--- src/rtl/fpcvt_seq_ctrl_if.sv ---
// Request/result bundle between the sample capture logic and the sequential
// 12-bit to 8-bit float converter.
interface fpcvt_seq_ctrl_if;
  logic        start;
  logic [11:0] d;
  logic        busy;
  logic        done;
  logic        s;
  logic [2:0]  e;
  logic [3:0]  f;

  modport master (output start, output d, input busy, input done, input s, input e, input f);
  modport slave  (input start, input d, output busy, output done, output s, output e, output f);
endinterface

--- src/rtl/fpcvt_seq_ctrl.sv ---
// Multi-cycle 12-bit two's-complement to S/E3/F4 float converter: magnitude,
// one-bit-per-cycle normalization, then round-half-up with saturation.
module fpcvt_seq_ctrl (
  input  logic              clk,
  input  logic              rst,
  fpcvt_seq_ctrl_if.slave   bus
);

  typedef enum logic [2:0] {IDLE, ABS, NORM, ROUND, DONE} state_t;

  state_t      state;
  logic [11:0] d_reg;
  logic [10:0] mag;
  logic [2:0]  ec;
  logic [3:0]  frac;
  logic        rb;

  logic [11:0] neg_d;
  logic [11:0] abs_d;

  // abs_d[11] can only be set by 0x800, whose magnitude does not fit in 11 bits.
  assign neg_d = ~d_reg + 12'd1;
  assign abs_d = d_reg[11] ? neg_d : d_reg;

  always_ff @(posedge clk) begin
    if (rst) begin
      state    <= IDLE;
      d_reg    <= '0;
      mag      <= '0;
      ec       <= '0;
      frac     <= '0;
      rb       <= 1'b0;
      bus.busy <= 1'b0;
      bus.done <= 1'b0;
      bus.s    <= 1'b0;
      bus.e    <= '0;
      bus.f    <= '0;
    end else begin
      case (state)
        IDLE: begin
          bus.done <= 1'b0;
          if (bus.start) begin
            d_reg    <= bus.d;
            state    <= ABS;
            bus.busy <= 1'b1;
          end
        end
        ABS: begin
          mag   <= abs_d[11] ? 11'h7FF : abs_d[10:0];
          ec    <= 3'd7;
          state <= NORM;
        end
        NORM: begin
          if (mag[10] || ec == 3'd0) begin
            frac  <= mag[10:7];
            rb    <= mag[6];
            state <= ROUND;
          end else begin
            mag <= {mag[9:0], 1'b0};
            ec  <= ec - 3'd1;
          end
        end
        ROUND: begin
          bus.s <= d_reg[11];
          if (!rb) begin
            bus.e <= ec;
            bus.f <= frac;
          end else if (frac != 4'hF) begin
            bus.e <= ec;
            bus.f <= frac + 4'd1;
          end else if (ec != 3'd7) begin
            // Significand overflow renormalizes into the next binade.
            bus.e <= ec + 3'd1;
            bus.f <= 4'b1000;
          end else begin
            bus.e <= 3'd7;
            bus.f <= 4'hF;
          end
          bus.done <= 1'b1;
          state    <= DONE;
        end
        DONE: begin
          bus.done <= 1'b0;
          bus.busy <= 1'b0;
          state    <= IDLE;
        end
        default: begin
          state    <= IDLE;
          bus.busy <= 1'b0;
          bus.done <= 1'b0;
        end
      endcase
    end
  end

endmodule

--- src/flat_wrapper.sv ---
// flat-port wrapper written by rule: the top's interface ports become plain ports
module fpcvt_seq_ctrl_flat 
  (clk, rst, bus_start, bus_d, bus_busy, bus_done, bus_s, bus_e, bus_f);
  fpcvt_seq_ctrl_if bus_i ();
  input  logic clk;
  input  logic rst;
  input wire logic [$bits(bus_i.start)-1:0] bus_start;
  input wire logic [$bits(bus_i.d)-1:0] bus_d;
  output wire logic [$bits(bus_i.busy)-1:0] bus_busy;
  output wire logic [$bits(bus_i.done)-1:0] bus_done;
  output wire logic [$bits(bus_i.s)-1:0] bus_s;
  output wire logic [$bits(bus_i.e)-1:0] bus_e;
  output wire logic [$bits(bus_i.f)-1:0] bus_f;
  assign bus_i.start = bus_start;
  assign bus_i.d = bus_d;
  assign bus_busy = bus_i.busy;
  assign bus_done = bus_i.done;
  assign bus_s = bus_i.s;
  assign bus_e = bus_i.e;
  assign bus_f = bus_i.f;
  fpcvt_seq_ctrl u_core (.clk(clk), .rst(rst), .bus(bus_i));
endmodule
--- config.mk ---
export PLATFORM = sky130hd
export DESIGN_NAME = fpcvt_seq_ctrl_flat
export DESIGN_NICKNAME = d
export VERILOG_FILES = /design/src/rtl/fpcvt_seq_ctrl_if.sv /design/src/rtl/fpcvt_seq_ctrl.sv /design/src/flat_wrapper.sv
export SDC_FILE = /design/constraint.sdc
export NUM_CORES = 1
export LEC_CHECK = 0
export BUFFER_PORTS_ARGS = -buffer_cell sky130_fd_sc_hd__buf_2
export CAP_MARGIN = 15
export CORE_MARGIN = 2
export CORE_UTILIZATION = 40
export DETAILED_ROUTE_END_ITERATION = 10
export SETUP_SLACK_MARGIN = 0.5
export SLEW_MARGIN = 20
export SYNTH_ARGS = -nofsm -noshare
export SYNTH_HDL_FRONTEND = slang
export SYNTH_SLANG_ARGS = --single-unit
--- constraint.sdc ---
create_clock -name clk -period 1.9 [get_ports clk]
set_clock_uncertainty 0.1 [all_clocks]
set_input_delay 0.285 -clock clk [delete_from_list [all_inputs] [get_ports clk]]
set_output_delay 0.285 -clock clk [all_outputs]
set_load 0.01 [all_outputs]
==> results of run 1 <==
## cells by family (layout without fill, tap and decap cells)
logic type / Yosys count / in the layout / share of synthesized area (%)
AND/OR/NAND/NOR: 109 / 110 / 23.3
buffers and inverters: 25 / 88 / 5.81
AO/OA/AOI/OAI: 74 / 75 / 23.2
adder cells (fa/ha/maj): 5 / 5 / 2.85
XOR/XNOR: 5 / 5 / 1.99
flip-flops: 44 / 44 / 40.1
multiplexers: 6 / 6 / 2.73
## cell type report
type                    instances  area [um2]  area share, %
clock buffers                   7        86.3           2.55
clock inverters                 1        7.51          0.222
inverters                       7        31.3          0.925
multi-input cells             201        1700           50.3
flip-flops and latches         44         898           26.6
well taps                      70        87.6           2.59
repair buffers                 73         569           16.8
## power groups by stage
stage / Combinational, mW / Sequential [mW] / Clock, mW
2_1_floorplan: 0.448 / 1.09 / 0
3_3_place_gp: 0.603 / 1.10 / 0
3_5_place_dp: 0.605 / 1.10 / 0
4_1_cts: 0.831 / 1.09 / 0.636
5_1_grt: 1.08 / 1.11 / 0.679
6_report: 1.00 / 1.09 / 0.619
## worst max-delay path: stages, from the launching register on
cell and delay (ns):
dfxtp_4 0.37, inv_4 0.06, ha_4 0.13, or3b_4 0.42
o41ai_4 0.26, xnor2_2 0.16, o221ai_2 0.10, a21oi_1 0.13
## layer usage
metal  GRT usage, %  vias to the layer above  routed length [um]
met5              0                        -                   0
met4           7.54                        0                 104
met3           3.45                       11                 276
met2           32.6                       51                2940
met1           26.3                     1050                2850
li1               -                     1100                   -
## path summary, 6_finish.rpt
path / cells after the start / to / start / slack (ns)
worst min-delay path: 3 / u_core.d_reg[7] / bus_d[7] / 0.12
worst max-delay path: 7 / u_core.mag[8] / u_core.d_reg[1] / 0.09
worst min register to register: 2 / u_core.bus.s / u_core.bus.s / 0.37
worst max register to register: 7 / u_core.mag[8] / u_core.d_reg[1] / 0.09
## per-stage QoR
step                      setup slack, ns  utilization, %  hold WS [ns]
after global placement             0.0808            49.5         0.340
after CTS                          0.0693            58.4         0.114
after floorplan                     0.139               -         0.311
final                              0.0889            65.0         0.117
after global routing              0.00417            65.0         0.115
after detailed placement           0.0627            49.5         0.344
## layout by cell type, fill, tap and decap left out, types with 3 or more instances in the layout
cell	synthesis	layout
inv_1	7	3
nand2_1	39	20
a211oi_2	0	6
o21ai_0	6	6
nor3_1	13	7
ha_4	0	4
nor2_4	0	6
a21oi_1	28	13
a211oi_1	14	8
mux2i_1	6	6
buf_2	0	24
or3b_4	1	3
or2_4	0	3
nor2_1	32	25
nand4_1	5	5
a21oi_2	0	14
o211ai_1	3	3
nand2_2	1	9
buf_4	1	32
dfxtp_1	44	34
dfxtp_2	0	8
clkbuf_8	0	6
nor3_2	1	6
buf_6	4	15
nand2_4	0	10
## repair_timing
item                                    4_1_cts  5_1_grt
gates resized for setup                      55       70
buffers inserted                             21        7
endpoints found under the setup margin       40       41
cloned                                        2        1
pin swaps                                    32       49
==> out/results.ini, run 1 <==
[run_status]
outcome = finished clean

[pwr]
power_frac_clock_pct = 22.8
p_leak_nw = 1.32
seqPwrFrac_pct = 40.3
total_power_mw = 2.72
p_switching_mw = 0.913
internal-power_mw = 1.81
sw_frac_of_total_pct = 33.6
peakVddDrop_mv = 0.466
p_comb_share_pct = 37.0
power_density_mw_per_mm2 = 804

[critical_path]
crit_fanout = 5
critPathKind = reg2reg
cp-start-kind = flop
required_ns = 2.03
worstPathArrival_ns = 1.95
crit_path_end_kind = flop

[global_routing]
antenna_found_initial = 0
grt.total_usage_pct = 19.9
grt_pass1_wl_um = 9820
grt_start_max_net_pins = 26
overflow = 0
grt_pass1_vias = 2090

[drt]
vias = 2212
drc = 0
wirelength_um = 6180
drtIter0Drc = 107
firstDrtPassIters = 4
ant_nets = 0
vias_per_cell = 5.49
wl_per_cell_um = 15.3

[placement]
placedInstanceArea_mm2 = 0.00258
dpl.hpwl_um = 3620
numPortBuffers = 24
dp_cells = 364
place_congestion = 0.867

[synth]
syn_nets = 288
syn_avg_cell_area_um2 = 8.20
yosysMostFrequentCell = dfxtp_1
synth_top_cell_area_share_pct = 40.1
ys_types = 47
syn-cell-area_mm2 = 0.00220
yosys.area.top_type = dfxtp_1
synth_area_leaders = dfxtp_1 40%, nand2_1 6.7%, a21oi_1 6.4%
ys_seq_area_share_pct = 40.1
ys_ff_latch = 44
synthCells = 268
ys_warn_count = 0
async_flop_share_pct = 0
synth_commonest_cells = 44 x dfxtp_1, 39 x nand2_1, 32 x nor2_1
synth-edff-count = 0
synth_ff_type = dfxtp_1

[floorplanning]
initial_utilization_pct = 42.2
dieArea_mm2 = 0.00610
die_w_um = 78.1
coreArea_mm2 = 0.00520
rows = 26
die_h_um = 78.1
io_pins = 25

[clock_tree]
clock_sinks = 44
cts_hold_buf = 0
clk_latency_ns = 0.30
cts_tree = yes
cts_max_path_buffers = 2
cts.reportedPaths.clkPinSlew_ns = 0.08
cts_buffers = 5
ctsRootBufferMaster = clkbuf_8
cts-htree-levels = 2

[sta]
setup_viol = 0
rsz0062_at_grt = true
fmax_mhz = 552
timing.final.max_slew_violations = 0
fin_crit_sh_pct = 95.3
fin_tns_setup_ns = 0
finalCriticalPeriod_ns = 1.81
hold_violations = 0
max_slew_margin_pct = 63.6
worst_pin_slew_ns = 0.545

[cells_and_area]
final-instance-count-excl-fill = 403
fin_area_mm2 = 0.00338
largest_reg_flops = 12
fill_cells = 431
drive_above_1_share_pct = 53.8
area_growth_pct = 53.9
n_antenna_cell = 0
final_nets = 352

[flow_run]
maxCapViolations = 0

[hold_path]
hold_class = in2reg

Note: power is estimated with default switching activity, not from simulation.
==> inputs of run 2 (changes only) <==
--- a/config.mk
+++ b/config.mk
@@ -5,11 +5,13 @@
 export SDC_FILE = /design/constraint.sdc
 export NUM_CORES = 1
 export LEC_CHECK = 0
+export ABC_AREA = 1
 export BUFFER_PORTS_ARGS = -buffer_cell sky130_fd_sc_hd__buf_2
 export CAP_MARGIN = 15
 export CORE_MARGIN = 2
-export CORE_UTILIZATION = 40
+export CORE_UTILIZATION = 30
 export DETAILED_ROUTE_END_ITERATION = 10
+export PLACE_DENSITY_LB_ADDON = 0.2
 export SETUP_SLACK_MARGIN = 0.5
 export SLEW_MARGIN = 20
 export SYNTH_ARGS = -nofsm -noshare
==> run 2 against run 1 <==
Net effect:
- final area is 22% lower
- clock power decreased by 6.9%
- via count is 12% lower
- first-iteration DRC count decreased by 56%
- setup slack better by 0.31 ns
- synthesized cell count up 4.5%
- critical endpoint is now u_core.mag[10]
- non-clock buffer count is 27 lower
==> out/results.ini, run 2 <==
[cells_and_area]
final-instance-count-excl-fill = 407  ; +0.99%
largest_reg_flops = 12  ; unchanged
fin_area_mm2 = 0.00264  ; -22%
final_common_cell = nand2_1
n_antenna_cell = 0  ; unchanged
drive_above_1_share_pct = 30.6  ; -23 points
final_nets = 346  ; -1.7%
layout.cells.most_common_list = 44 x nand2_1, 38 x dfxtp_1, 37 x a21oi_1
area_growth_pct = 28.7

[drt]
ant_nets = 0  ; unchanged
vias = 1938  ; -12%
wl_per_cell_um = 12.2  ; -20%
firstDrtPassIters = 4  ; unchanged
drtIter0Drc = 47  ; -56%
wirelength_um = 4980  ; -19%
drc = 0  ; unchanged
vias_per_cell = 4.76  ; -13%

[global_routing]
antenna_found_initial = 0  ; unchanged
overflow = 0  ; unchanged
grt_start_max_net_pins = 35  ; +35%
grt_pass1_vias = 1800  ; -14%
grt_pass1_wl_um = 8220  ; -16%
grt.total_usage_pct = 13.7  ; -6.2 points

[sta]
hold_violations = 0  ; unchanged
fin_crit_sh_pct = 79.0  ; -16 points
fin_tns_setup_ns = 0  ; unchanged
setup_viol = 0  ; unchanged
setup_slack_ns = 0.400  ; +0.311 ns
fmax_mhz = 667  ; +21%
finalCriticalPeriod_ns = 1.50  ; -0.311 ns
rsz0062_at_grt = true
timing.final.max_slew_violations = 0  ; unchanged
max_slew_margin_pct = 77.1  ; +14 points
worst_pin_slew_ns = 0.343  ; -0.203 ns

[critical_path]
crit_fanout = 3  ; -2
crit_path_end_kind = flop
critPathKind = reg2reg
required_ns = 2.03  ; about the same
cp-start-kind = flop
worstPathArrival_ns = 1.63  ; -0.32 ns

[floorplanning]
dieArea_mm2 = 0.00751  ; +23%
io_pins = 25  ; unchanged
die_w_um = 86.7  ; +11%
die_h_um = 86.7  ; +11%
initial_utilization_pct = 30.5  ; -12 points
coreArea_mm2 = 0.00672  ; +29%
rows = 30  ; +15%

[synth]
yosys.area.top_type = dfxtp_1
syn-cell-area_mm2 = 0.00205  ; -6.7%
synth_top_cell_area_share_pct = 43.0  ; +2.9 points
ys_types = 25  ; -47%
yosysMostFrequentCell = nand2_1
synth_area_leaders = dfxtp_1 43%, a21oi_1 9.8%, o21ai_0 9.3%
ys_warn_count = 0  ; unchanged
synth-edff-count = 0  ; unchanged
async_flop_share_pct = 0  ; unchanged
synth_commonest_cells = 47 x nand2_1, 44 x dfxtp_1, 40 x a21oi_1
ys_ff_latch = 44  ; unchanged
ys_seq_area_share_pct = 43.0  ; +2.9 points
synthCells = 280  ; +4.5%
syn_avg_cell_area_um2 = 7.32  ; -11%
syn_nets = 300  ; +4.2%
synth_ff_type = dfxtp_1

[clock_tree]
cts.reportedPaths.clkPinSlew_ns = 0.09  ; about the same
clk_latency_ns = 0.30  ; about the same
cts_max_path_buffers = 2  ; unchanged
cts-htree-levels = 2  ; unchanged
cts_buffers = 5  ; unchanged
cts_tree = yes
ctsRootBufferMaster = clkbuf_8
clock_sinks = 44  ; unchanged

[hold_path]
hold_class = in2reg

[run_status]
outcome = finished clean

[placement]
dpl.hpwl_um = 3370  ; -6.8%
dp_slack_ns = 0.332  ; +0.270 ns
numPortBuffers = 24  ; unchanged
dp_cells = 379  ; +4.1%
placedInstanceArea_mm2 = 0.00229  ; -11%
place_congestion = 0.765  ; -12%

[flow_run]
maxCapViolations = 0  ; unchanged

[pwr]
total_power_mw = 2.40  ; -12%
p_leak_nw = 1.12  ; -15%
peakVddDrop_mv = 0.254  ; -45%
power_density_mw_per_mm2 = 909  ; +13%

-- run 2: cell types whose count changed in the layout (fill, tap and decap cells not counted), sizes merged, moves of 12 or more --
cell    change
o21ai      +31
inv        +26
nor3       -13
a21oi      +12
nand3      +15
buf        -27
a211oi     -13
-- run 2: metrics by stage --
stage / hold WS [ns] / utilization (%)
after floorplan: 0.339 / -
after detailed placement: 0.372 / 34.0
after global routing: 0.162 / 39.3
final: 0.164 / 39.3
after global placement: 0.357 / 34.0
after CTS: 0.154 / 37.6
-- run 2: final timing paths --
| path | from | endpoint | slack, ns | cells past startpoint |
|---|---|---|---|---|
| hold reg to reg | u_core.mag[7] | u_core.frac[0] | 0.38 | 2 |
| hold / removal | bus_d[1] | u_core.d_reg[1] | 0.16 | 3 |
| setup / recovery | u_core.ec[0] | u_core.mag[10] | 0.40 | 10 |
| setup reg to reg | u_core.ec[0] | u_core.mag[10] | 0.40 | 10 |
-- run 2: critical path, cell delays in order (launching register included) --
cell,delay (ns)
dfxtp_2,0.36
inv_4,0.04
ha_4,0.16
a21oi_4,0.13
nand2_2,0.08
clkinv_2,0.07
nor2_4,0.04
buf_6,0.14
a21oi_2,0.10
nand2_1,0.08
a21oi_2,0.13
-- run 2: where the power goes --
group	leakage, nW	switching [mW]	internal [mW]
logic	0.718	0.402	0.310
registers	0.363	0.0825	1.03
clock network	0.0422	0.317	0.259
-- run 2: kinds of logic (layout without fill, tap and decap cells) --
kind of cell / count (synthesis) / in the layout / share of synthesized area, %
and+or+nand+nor: 94 / 94 / 20.2
AOI/OAI and AO/OA: 91 / 91 / 23.6
DFF: 44 / 44 / 43.0
buffers and inverters: 41 / 88 / 8.11
adders and majority gates: 5 / 5 / 3.05
xor gates and xnor gates: 5 / 5 / 2.14
-- run 2: final cells by class --
cell class / instances / area, um2
Inverter: 32 / 134
Timing Repair Buffer: 46 / 293
Tap cell: 80 / 100
Fill cell: 694 / 4080
Sequential cell: 44 / 891
Clock inverter: 1 / 5.00
Multi-Input combinational cell: 195 / 1120
Timing Repair inverter: 2 / 15.0
Clock buffer: 7 / 76.3
-- run 2: layer usage --
| metal | vias to the layer above | part of all wire [%] | GRT usage, % |
|---|---|---|---|
| met5 | - | 0 | 0 |
| met4 | 0 | 1.5 | 4.26 |
| met3 | 7 | 2.3 | 3.14 |
| met2 | 18 | 47 | 22.6 |
| met1 | 886 | 49 | 17.9 |
| li1 | 1027 | - | - |
-- run 2: what timing repair did --
action                                  4_1_cts  5_1_grt
gates resized for setup                      32       16
gates cloned                                  2        0
pin swaps                                     6        7
endpoints found under the setup margin       21       29
hold buffers                                  0        0
setup buffers                                 9        9
